==> config.mk <==
export PLATFORM = sky130hd
export DESIGN_NAME = debounce_multi
export DESIGN_NICKNAME = d
export VERILOG_FILES = /design/src/rtl/debounce_multi.sv
export SDC_FILE = /design/constraint.sdc
export NUM_CORES = 1
export LEC_CHECK = 0
export BUFFER_PORTS_ARGS = -buffer_cell sky130_fd_sc_hd__buf_2
export CORE_ASPECT_RATIO = 1.5
export CORE_MARGIN = 5
export CORE_UTILIZATION = 25
export CTS_CLUSTER_SIZE = 16
export DETAILED_ROUTE_END_ITERATION = 16
export PLACE_DENSITY = 0.4
export SKIP_LAST_GASP = 1
export SLEW_MARGIN = 20
export SYNTH_ARGS = -nofsm -noshare
export SYNTH_HDL_FRONTEND = slang
export SYNTH_SLANG_ARGS = --single-unit
==> constraint.sdc <==
create_clock -name msclk -period 4.7 [get_ports msclk]
set_clock_uncertainty 0.1 [all_clocks]
set_input_delay 0.47 -clock msclk [delete_from_list [all_inputs] [get_ports msclk]]
set_output_delay 0.47 -clock msclk [all_outputs]
set_load 0.005 [all_outputs]
==> src/rtl/debounce_multi.sv <==
// Multi-channel debouncer: 2-FF sync, per-channel stability counter, edge strobes.
// Define DEBOUNCE_HOLD_EN to add per-channel long-press (hold) detection.
module debounce_multi #(
  parameter int   CHANNELS      = 4,
  parameter int   CNT_W         = 16,
  parameter int   STABLE_CYCLES = 50000,
  parameter logic RESET_LEVEL   = 1'b0,
  parameter int   HOLD_CYCLES   = 1000000
) (
  input  logic                msclk,
  input  logic                rst_n,
  input  logic [CHANNELS-1:0] btn,
  output logic [CHANNELS-1:0] clean,
  output logic [CHANNELS-1:0] rise,
  output logic [CHANNELS-1:0] fall,
  output logic                any_evt,
  output logic [CHANNELS-1:0] hold
);

  localparam logic [CNT_W-1:0] CNT_MAX =
    CNT_W'(STABLE_CYCLES - 1);
  localparam logic [CHANNELS-1:0] RST_VEC =
    {CHANNELS{RESET_LEVEL}};

  logic [CHANNELS-1:0] s1;
  logic [CHANNELS-1:0] s2;
  logic [CHANNELS-1:0] acc;

  always_ff @(posedge msclk or negedge rst_n) begin
    if (!rst_n) begin
      s1 <= RST_VEC;
      s2 <= RST_VEC;
    end else begin
      s1 <= btn;
      s2 <= s1;
    end
  end

  for (genvar gi = 0; gi < CHANNELS; gi++) begin : g_ch
    logic [CNT_W-1:0] cnt;
    logic             diff;

    assign diff    = s2[gi] ^ clean[gi];
    assign acc[gi] = diff && (cnt == CNT_MAX);

    // Any agreeing cycle restarts the run; acceptance also restarts it.
    always_ff @(posedge msclk or negedge rst_n) begin
      if (!rst_n) begin
        cnt <= '0;
      end else if (!diff || acc[gi]) begin
        cnt <= '0;
      end else begin
        cnt <= cnt + 1'b1;
      end
    end
  end

  always_ff @(posedge msclk or negedge rst_n) begin
    if (!rst_n) begin
      clean   <= RST_VEC;
      rise    <= '0;
      fall    <= '0;
      any_evt <= 1'b0;
    end else begin
      clean   <= clean ^ acc;
      rise    <= acc & s2;
      fall    <= acc & ~s2;
      any_evt <= |acc;
    end
  end

`ifdef DEBOUNCE_HOLD_EN
  localparam logic [31:0] HOLD_MAX = 32'(HOLD_CYCLES);

  logic [CHANNELS-1:0] hit;

  for (genvar gh = 0; gh < CHANNELS; gh++) begin : g_hold
    logic [31:0] hcnt;

    assign hit[gh] = clean[gh] && (hcnt == HOLD_MAX - 32'd1);

    // Saturating at HOLD_MAX keeps the strobe to one per press.
    always_ff @(posedge msclk or negedge rst_n) begin
      if (!rst_n) begin
        hcnt <= '0;
      end else if (!clean[gh]) begin
        hcnt <= '0;
      end else if (hcnt != HOLD_MAX) begin
        hcnt <= hcnt + 32'd1;
      end
    end
  end

  always_ff @(posedge msclk or negedge rst_n) begin
    if (!rst_n) begin
      hold <= '0;
    end else begin
      hold <= hit;
    end
  end
`else
  logic unused_hold_cfg;

  assign unused_hold_cfg = ^HOLD_CYCLES;
  assign hold = '0;
`endif

endmodule
# == Yosys cells after proc, flatten, opt, wreduce, memory -nomap -nowiden ==
# Index checks and enable logic that the tools add are counted.
# word_totals
register_bits,85
input_bits,6
out_inout_bits,17
word_cells,43
# op_classes
n_addsub,4
n_eq_ne,4
n_mux,4
n_bitwise,8
n_reduce_logical,13
# op_table
operator,count
$add A16 B1 Y16 const B,4
$eq A16 B16 Y1 const B,4
$mux W16,4
$and A4 B4 Y4,2
$logic_and A1 B1 Y1,4
$logic_not A1 Y1,4
$logic_or A1 B1 Y1,4
$not A4 Y4,1
$reduce_or A4 Y1,1
$xor A1 B1 Y1,4
$xor A4 B4 Y4,1

# == Logic depth before layout (Yosys ltp) ==
# Gate-level depths: netlist of run 1.
# logic_depth
ltp_word,4
ltp_mapped,7
depth_no_buf,5

# == Least setup slack after synthesis of run 1 ==
# OpenSTA, ideal clock, no wires.
# synth_timing
path_kind,reg-to-reg
startpoint,reg g_ch[0].cnt[7]
endpoint,reg (tool-made name)
t_arrival_ps,1852
required_ps,4475
path_slack_ps,2623
stages_incl_launch_ff,5
n_path_buf,1
synth_period_minus_slack_ps,2077
cell_sequence,dfrtp_1 -> or4b_1 -> or4_1 -> buf_6 -> mux2_4
# synth_lines
item,line,text
"start, declared",40,logic [CNT_W-1:0] cnt;
"start signal, assigned",53,cnt <= cnt + 1'b1;

==> summary.md, run 1 <==
| Metric | Value |
|---|---|
| Post-synth design cell area | 3855 um2 |
| Leakage power | between 1.5 and 2 nW |
| Slew at the pin closest to its max-slew limit | around 0.7 ns |
| Footprint of the multi-input gates | 1610 um2 |
| Skew-Pair Late Insertion Delay | between 0.3 and 0.4 ns |
| Drt drc | 0 |
| Clock input transition at the sequential cells of the worst setup and hold paths | 0.06 ns |
| Ports | 23 |
| Share of the clock period used by the worst path after layout | 0.4732 |
| Die Footprint | 18,050 um2 |
| Utilization of the core after routing | 0.2912 |
| Ant. Diodes | 0 |
| Worst-case vdd ir drop | between 0.1 and 0.15 mV |
| Count of nets left with antenna violations after detail routing | 0 |
| Count of TritonRoute iterations in the first routing pass | 4 |
| Largest net degree at the start of global routing | 51 |
| Fraction of layout cells with a size suffix above 1 | 0.09596 |
| Cell type with the largest total area after synthesis | dfrtp_1 |
| Vias in the first global route | approximately 2,800 |
| Clock period minus final worst setup slack | ~2.2 ns |
| Remaining max-slew budget at the tightest pin | 0.5461 |
| GRT Residual Overflow | 0 |
| Critical path class | reg -> reg |
| Core area | ~15,000 um2 |
| Final routed wirelength across all metal layers | roughly 7.9 mm |
| Postcts setup bufs | 0 |
| Count of clock tree sinks | 85 |
| Final setup violating endpoints | 0 |
| Top post-synthesis cells by count | dfrtp_1 (85), nor2_1 (70), xnor2_1 (50), nand3_1 (21) |
| Maximum level of the CTS H-tree | 3 |
| PostCTS Resize Cnt | 0 |
| Ys flop type | dfrtp_1 |
| Warnings, synthesis | 0 |
| R2r startpoint | g_ch[0].cnt[7] |
| Clock tree buffer depth | 2 |
| HPWL after detailed placement | 5.515 mm |
| Unrepaired setup endpoints after global routing | no |
| Async SR Flop Fraction | 1.000 |
| Antenna violations before repair | 0 |
| Root Driver | clkbuf_16 |
| Logic depth of the worst setup path including buffers | 3 |
| Min Hold Slack | 0.08489 ns |
| Die span in y | roughly 160 um |
| Power density cells | approximately 320 nW/um2 |
| Seq/Total Area, Yosys | 0.5518 |
| Routed vias | 2,637 |
| Mapped Cells | about 370 |
| Number of synthesized flops with an enable pin | 0 |
| Overall Global Routing Usage | 0.09353 |
| Max-Cap Viols | 0 |
| Area share of the largest cell type after synthesis | 0.5518 |
| Total design power | between 1 and 1.5 mW |
| Required time reported for the critical path endpoint | about 4.8 ns |
| Total Nets Final | 401 |
| Status | completed |
| Bufs and invs on worst path | 0 |
| Die boundary width | 111.4 um |
| Most instantiated library cell after synthesis | dfrtp_1 |
| Wire length of the first global-routing pass | roughly 14 mm |
| Largest driver fanout on the critical path | 6 |
| Flops & latches, synth | 85 |
| Series of cell instances along the critical path | or4b_1 > or4_1 > mux2_4 |
| Final Max Tran Viols | 0 |
| CTS tree | built |
| Netlist cell types | 38 |
| Sum of negative setup slack | 0 ns |
| Register Area | approximately 2100 um2 |
| Classification of the worst-slack hold path | in -> async |
| Total CTS buffers | 9 |
| Detailed-route wire length per cell | between 10 and 15 um |
| Worst-case register-to-register setup slack | between 2 and 2.5 ns |
| Endpoint arrival time on the critical path | roughly 2.3 ns |
| Final Hold Vio Count | 0 |
| Crit path max-delay cell type | or4_1 |
| Routability congestion estimate | approximately 0.72 |
| Synthesis-to-layout area growth | 14.35% |
| Number of cells on the worst reg-to-reg path | 3 |
| Delay contributed by the slowest stage of the critical path | roughly 0.7 ns |
| Timing-limited maximum frequency | roughly 0.45 GHz |
| Number of filler cells placed in the layout | between 1,500 and 2,000 |
| Crit. End Element | register |
| Row cnt | 55 |
| Hold-fix buffers, CTS | 0 |
| Largest cells by area after synthesis | dfrtp_1 (55%), xnor2_1 (11%), nor2_1 (6.8%) |
| Initial core utilization | 0.2546 |
| Vias per std cell | ~4.4 |
| Avg Cell Area, Syn | 10.48 um2 |
| Kind of launch point of the worst setup path | register |
| Family with the most delay on the worst path | simple AND/OR/NAND/NOR gates |
| DRC violation total after the first TritonRoute iteration | slightly above 70 |
| Port Buf Inserts | 18 |
[layout by cell type (no fill, tap or decap), types with 7 or more instances in the layout]
cell type / Yosys / final
nand3_1: 21 / 21
xnor2_1: 50 / 50
nand4_1: 16 / 16
nor2_1: 70 / 70
xor2_1: 7 / 7
nand2_1: 15 / 15
inv_1: 16 / 16
dfrtp_1: 85 / 85
nor4_1: 13 / 13
nor3b_1: 8 / 8
clkbuf_16: 0 / 9
buf_2: 1 / 17
nor3_1: 15 / 15
[final cells by class]
type                       count  share of cell area
sequential                    85              0.4825
clock inverter                 4            0.005677
multi-input combinational    260              0.3653
inverter                      16             0.01362
timing repair buffer          19             0.02271
clock buffer                  12             0.05365
tap                          199             0.05649
[sequential cells by signal, indices dropped and copies added, names as in the netlist, named ones only]
register,count
any_evt,1
g_ch.cnt,64
rise,4
fall,4
s1,4
s2,4
[where the power goes]
| group | switching (mW) | total, mW | internal (mW) | leakage, nW |
|---|---|---|---|---|
| logic | 0.0316 | 0.0443 | 0.0127 | 0.497 |
| clock network | 0.276 | 0.633 | 0.357 | 0.123 |
| registers | 0.0113 | 0.755 | 0.744 | 1.16 |
[per-stage QoR]
step                      area (um2)  instances  worst slack (ns)
final                           4408        595             2.476
after global routing            4408        595             2.215
after CTS                       4408        595             2.432
after detailed placement        4146        579             2.416
after global placement          4146        579             2.504
after floorplan                 3866        371             2.623
[worst max path at each step]
stage | endpoint | slack [ns] | startpoint
finish | register | 2.48 | g_ch[0].cnt[7]
global route | g_ch[3].cnt[13] | 2.21 | g_ch[3].cnt[0]
CTS | g_ch[3].cnt[15] | 2.43 | g_ch[3].cnt[0]
detailed placement | g_ch[3].cnt[6] | 2.42 | g_ch[3].cnt[0]
global placement | g_ch[3].cnt[15] | 2.50 | g_ch[3].cnt[0]
floorplan | register | 2.62 | g_ch[0].cnt[7]
[cell families after synthesis]
group                    synth area share
adder cells (fa/ha/maj)           0.01298
multiplexers                      0.01266
AND/OR/NAND/NOR                    0.2473
flip-flops                         0.5518
AO/OA/AOI/OAI                     0.01136
buffers and inverters             0.03343
other                           0.0009728
XOR/XNOR                           0.1295
[per-layer routing]
metal / vias up / wire length, um / global-route usage
met5: - / 0 / 0
met2: 36 / 4002 / 0.1609
met3: 9 / 289 / 0.02534
met1: 1304 / 3433 / 0.1088
met4: 0 / 154 / 0.04151
li1: 1288 / - / -
Power figures use the tool's default switching activity.
==> inputs of run 2 (changes only) <==
- clock period: 4.7 -> 2.2 ns (I/O delays scaled with it)
==> run 2 against run 1 <==
  * Via count grew 1.1%
  * Non-clock buffer count grew 20
  * Final cell count grew 3.2%
  * Routed wire length grew 1.6%
  * Clock-buffer cell count shrank 1
  * Maximum frequency grew 8.5%
  * First-iteration DRC count grew 78%
  * Clock power grew 130%
  * Critical path type unchanged
  * Highest routed layer unchanged
==> summary.md, run 2 (same netlist as run 1, synthesis figures left out) <==
| Metric | Value |
|---|---|
| Largest driver fanout on the critical path | 6 |
| Die Footprint | between 15,000 and 20,000 um2 |
| Clock period minus final worst setup slack | slightly above 2 ns |
| Total Nets Final | 421 |
| Endpoint arrival time on the critical path | ~2.2 ns |
| Vias in the first global route | ~2,800 |
| Final Max Tran Viols | 0 |
| Series of cell instances along the critical path | or4b_1 > or4_4 > mux2_4 |
| Worst-case vdd ir drop | roughly 0.37 mV |
| Leakage power | between 1.5 and 2 nW |
| Die span in y | about 160 um |
| Wire length of the first global-routing pass | approximately 14 mm |
| Count of clock tree sinks | between 80 and 90 |
| Ports | 23 |
| Routed vias | around 2,700 |
| Number of stages on the worst hold path | 0 |
| Most frequent cells in the layout | dfrtp_1 (85), nor2_1 (70), xnor2_1 (50) |
| Largest register FFs | 64 |
| Timing-limited maximum frequency | around 0.49 GHz |
| Kind of launch point of the worst setup path | register |
| Core area | about 15,000 um2 |
| Share of the clock period used by the worst path after layout | 0.9320 |
| Final setup violating endpoints | 0 |
| Sum of negative setup slack | 0 ns |
| Overall Global Routing Usage | 0.09478 |
| Routability congestion estimate | 0.7305 |
| R2r startpoint | g_ch[0].cnt[5] |
| Row cnt | 55 |
| Vias per std cell | between 4 and 5 |
| Register containing the most flip-flops in the final layout | g_ch.cnt |
| Classification of the worst-slack hold path | reg -> reg |
| Detailed-route wire length per cell | 13.03 um |
| Total CTS buffers | 9 |
| Worst-case register-to-register setup slack | 0.15 ns |
| Clock tree buffer depth | 2 |
| First element of the critical path | g_ch[0].cnt[5] |
| Clock input transition at the sequential cells of the worst setup and hold paths | approximately 0.060 ns |
| Status | completed |
| Unrepaired setup endpoints after global routing | no |
| Number of cells on the worst reg-to-reg path | 3 |
| HPWL after detailed placement | 5.694 mm |
| Setup WS pre-CTS | 0.05155 ns |
| Port Buf Inserts | 18 |
| Count of nets left with antenna violations after detail routing | 0 |
| Max-Cap Viols | 0 |
| Critical path class | reg -> reg |
| Skew-Pair Late Insertion Delay | 0.33 ns |
| Crit path max-delay cell type | or4_4 |
| Initial core utilization | 0.2546 |
| Delay contributed by the slowest stage of the critical path | between 0.6 and 0.7 ns |
| Worst-case setup margin in the final layout | between 0.1 and 0.15 ns |
| Count of TritonRoute iterations in the first routing pass | 4 |
| Drt drc | 0 |
| Fraction of layout cells with a size suffix above 1 | 0.1301 |
| Ant. Diodes | 0 |
| CTS tree | built |
| DRC violation total after the first TritonRoute iteration | roughly 130 |
| Root Driver | clkbuf_16 |
| Synthesis-to-layout area growth | 19.86% |
| Final Hold Vio Count | 0 |
| Maximum level of the CTS H-tree | 3 |
| Antenna violations before repair | 0 |
| Final routed wirelength across all metal layers | 8.002 mm |
| Leading cell type in the layout, fill and taps excluded | dfrtp_1 |
| Bufs and invs on worst path | 0 |
| Family with the most delay on the worst path | simple AND/OR/NAND/NOR gates |
| Largest net degree at the start of global routing | 53 |
| Logic depth of the worst setup path including buffers | 3 |
| Power density cells | around 690 nW/um2 |
| GRT Residual Overflow | 0 |
| Postcts setup bufs | 0 |
| Worst min-delay path startpoint | s1[0] |
| Crit. End Element | register |
| Required time reported for the critical path endpoint | 2.31 ns |
| Die boundary width | between 100 and 150 um |
## run 2: changes by cell type in the layout (fill, tap and decap cells not counted)
cell and delta:
buf_4 +13, dlygate4sd3_1 +5, buf_12 +2, bufinv_16 +1, clkbuf_1 -1, clkinv_2 -1
or4_1 -1, or4_4 +1
## run 2: metal layers
metal / vias up / track usage / routed length (um)
met1: 1302 / 0.1104 / 3532
met2: 24 / 0.1634 / 4036
li1: 1331 / - / -
met3: 9 / 0.02423 / 274
met4: 0 / 0.04317 / 159
met5: - / 0 / 0
## run 2: worst reg2reg max path, cell delays in order (launching register included)
cell,delay [ns]
dfrtp_1,0.37
or4b_1,0.53
or4_4,0.61
mux2_4,0.32
## run 2: through the flow
stage	utilization	hold WS (ns)	power, mW	instances	area (um2)
6_report	0.3052	0.2482	3.190	614	4621
5_1_grt	0.3052	0.2568	3.341	614	4621
4_1_cts	0.3050	0.2514	3.262	614	4617
3_5_place_dp	0.2830	0.1137	1.752	594	4284
3_3_place_gp	0.2830	0.1095	1.751	594	4284
2_1_floorplan	-	-0.1756	1.690	371	3866
## run 2: layout make-up
cell class | instances | area [um2]
Timing Repair Buffer | 39 | 287.8
Inverter | 16 | 60.06
Fill cell | 1616 | 10520
Tap cell | 199 | 249.0
Clock inverter | 4 | 50.05
Sequential cell | 85 | 2127
Multi-Input combinational cell | 260 | 1614
Clock buffer | 11 | 232.7
## run 2: report_power, final
part | internal (mW) | leakage [nW] | switching (mW)
sequential | 1.59 | 1.16 | 0.0240
combinational | 0.0419 | 0.604 | 0.0697
clock | 0.872 | 0.132 | 0.594
## run 2: path summary, 6_finish.rpt
check / endpoint
min in group asynchronous: rise[3]
worst max-delay path: register
worst max register to register: register
worst min register to register: s2[0]
worst min-delay path: s2[0]
max in group asynchronous: g_ch[1].cnt[12]
## run 2: timing repair
action / CTS / global route
gates resized for setup: 0 / 1
hold buffers: 5 / 0
setup endpoints to repair: 0 / 1
hold endpoints to repair: 37 / 0
==> inputs of run 3 (changes only) <==
- RECOVER_POWER: not set -> 50
==> run 3 against run 2 <==
  * Sequential power is essentially flat
  * Hold slack is essentially flat
  * Power about the same
==> summary.md, run 3 (same netlist as run 1, synthesis figures left out) <==
| Metric | Value |
|---|---|
| Status | completed |
| Power density cells | ~690 nW/um2 |
| Min Hold Slack | around 0.25 ns |
| Sum of negative setup slack | 0 ns |
| Row cnt | 55 |
| Most frequent cells in the layout | dfrtp_1 (85), nor2_1 (70), xnor2_1 (50) |
| Timing-limited maximum frequency | around 0.49 GHz |
| Final setup violating endpoints | 0 |
| Kind of launch point of the worst setup path | register |
| Clock period minus final worst setup slack | slightly above 2 ns |
| Ports | 23 |
| HPWL after detailed placement | 5.694 mm |
| Count of non-filler cells in the finished layout | about 610 |
| Total Nets Final | between 400 and 500 |
| Postcts setup bufs | 0 |
| Slew at the pin closest to its max-slew limit | roughly 0.9 ns |
| Antenna violations before repair | 0 |
| Vias per std cell | approximately 4.3 |
| Worst-case vdd ir drop | 0.3652 mV |
| DRC violation total after the first TritonRoute iteration | 124 |
| Utilization of the core after routing | 0.3043 |
| Bufs and invs on worst path | 0 |
| Portion of total power attributed to sequential cells | 0.506 |
| Die span in y | roughly 160 um |
| Count of clock tree sinks | between 80 and 90 |
| Leakage power | ~1.9 nW |
| Register containing the most flip-flops in the final layout | g_ch.cnt |
| Die boundary width | approximately 110 um |
| Core area | 15,140 um2 |
| Comb power frac | 0.035 |
| Overall Global Routing Usage | 0.09478 |
| Required time reported for the critical path endpoint | approximately 2.3 ns |
| CTS tree | built |
| Crit path max-delay cell type | or4_4 |
| Total CTS buffers | 9 |
| Final Max Tran Viols | 0 |
| Root Driver | clkbuf_16 |
| Power share of the clock group | 0.459 |
| Instance area after placement | between 4000 and 5000 um2 |
| Total design power | ~3.2 mW |
| Internal Dissipation | between 2 and 3 mW |
| Wire length of the first global-routing pass | between 10 and 15 mm |
| Share of the clock period used by the worst path after layout | 0.9316 |
| Power dissipated by switching net loads | about 690 uW |
| Vias in the first global route | 2,834 |
| Family with the most delay on the worst path | simple AND/OR/NAND/NOR gates |
| Worst-case register-to-register setup slack | roughly 0.15 ns |
| Skew-Pair Late Insertion Delay | 0.33 ns |
| Largest net degree at the start of global routing | between 50 and 60 |
| GRT Residual Overflow | 0 |
| Fraction of layout cells with a size suffix above 1 | 0.1084 |
| Largest driver fanout on the critical path | 6 |
| Unrepaired setup endpoints after global routing | no |
| Routability congestion estimate | approximately 0.73 |
| Series of cell instances along the critical path | or4b_1 > or4_4 > mux2_4 |
| Port Buf Inserts | 18 |
| Count of TritonRoute iterations in the first routing pass | 4 |
| Classification of the worst-slack hold path | reg -> reg |
| Drt drc | 0 |
| Routed vias | around 2,700 |
| Initial core utilization | 0.2546 |
| Die Footprint | between 15,000 and 20,000 um2 |
| Ant. Diodes | 0 |
| Remaining max-slew budget at the tightest pin | 0.3997 |
| Fraction of power spent switching nets | 0.2153 |
| Clock input transition at the sequential cells of the worst setup and hold paths | ~0.06 ns |
| Instance count after placement with tap cells included | 594 |
| Synthesis-to-layout area growth | 19.51% |
| Detailed-route wire length per cell | between 10 and 15 um |
| Final Hold Vio Count | 0 |
| Critical path class | reg -> reg |
| Setup WS pre-CTS | between 0.05 and 0.06 ns |
| Leading cell type in the layout, fill and taps excluded | dfrtp_1 |
| Crit. End Element | register |
| Worst-case setup margin in the final layout | roughly 0.15 ns |
| Post-layout instance area | ~4600 um2 |
| Clock tree buffer depth | 2 |
| Delay contributed by the slowest stage of the critical path | a little under 0.6 ns |
| Endpoint arrival time on the critical path | about 2.2 ns |
| Maximum level of the CTS H-tree | 3 |
| Largest register FFs | 64 |
| Final routed wirelength across all metal layers | 8.005 mm |
| Max-Cap Viols | 0 |
| Count of nets left with antenna violations after detail routing | 0 |
==> run 3: what timing repair did <==
action	4_1_cts	5_1_grt
endpoints found under the hold margin	37	0
resized for setup	0	1
hold buffers	5	0
setup endpoints to repair	0	1
==> run 3: worst paths after layout <==
check	from	endpoint	depth (start not counted)
max in group asynchronous	rst_n	g_ch[1].cnt[12]	3
setup / recovery	g_ch[0].cnt[4]	register	3
hold reg to reg	s1[0]	s2[0]	0
setup reg to reg	g_ch[0].cnt[4]	register	3
min in group asynchronous	rst_n	rise[3]	2
hold / removal	s1[0]	s2[0]	0
==> run 3: cell type report <==
type                       instances  area, um2
timing repair buffer              39      274.0
fill                            1622      10530
sequential                        85       2127
multi-input combinational        260       1614
clock inverter                     4      50.05
inverter                          16      60.06
tap                              199      249.0
clock buffer                      11      232.7
==> run 3: layer usage <==
metal  global-route usage  share of wire  wire (um)
met5                    0              0          0
met4              0.04317          0.020        159
met3              0.02423          0.032        260
met2               0.1634           0.50       4041
met1               0.1104           0.44       3544
==> run 3: power by group through the flow <==
stage / Sequential (mW) / Clock, mW / Combinational, mW
final: 1.61 / 1.46 / 0.111
after detailed placement: 1.64 / 0 / 0.111
after floorplan: 1.64 / 0 / 0.0542
after global placement: 1.64 / 0 / 0.110
after CTS: 1.61 / 1.53 / 0.118
after global routing: 1.62 / 1.59 / 0.131
==> run 3: worst reg2reg max path, cell delays in order (launching register included) <==
cell	delay, ns
dfrtp_1	0.37
or4b_1	0.54
or4_4	0.59
mux2_4	0.32
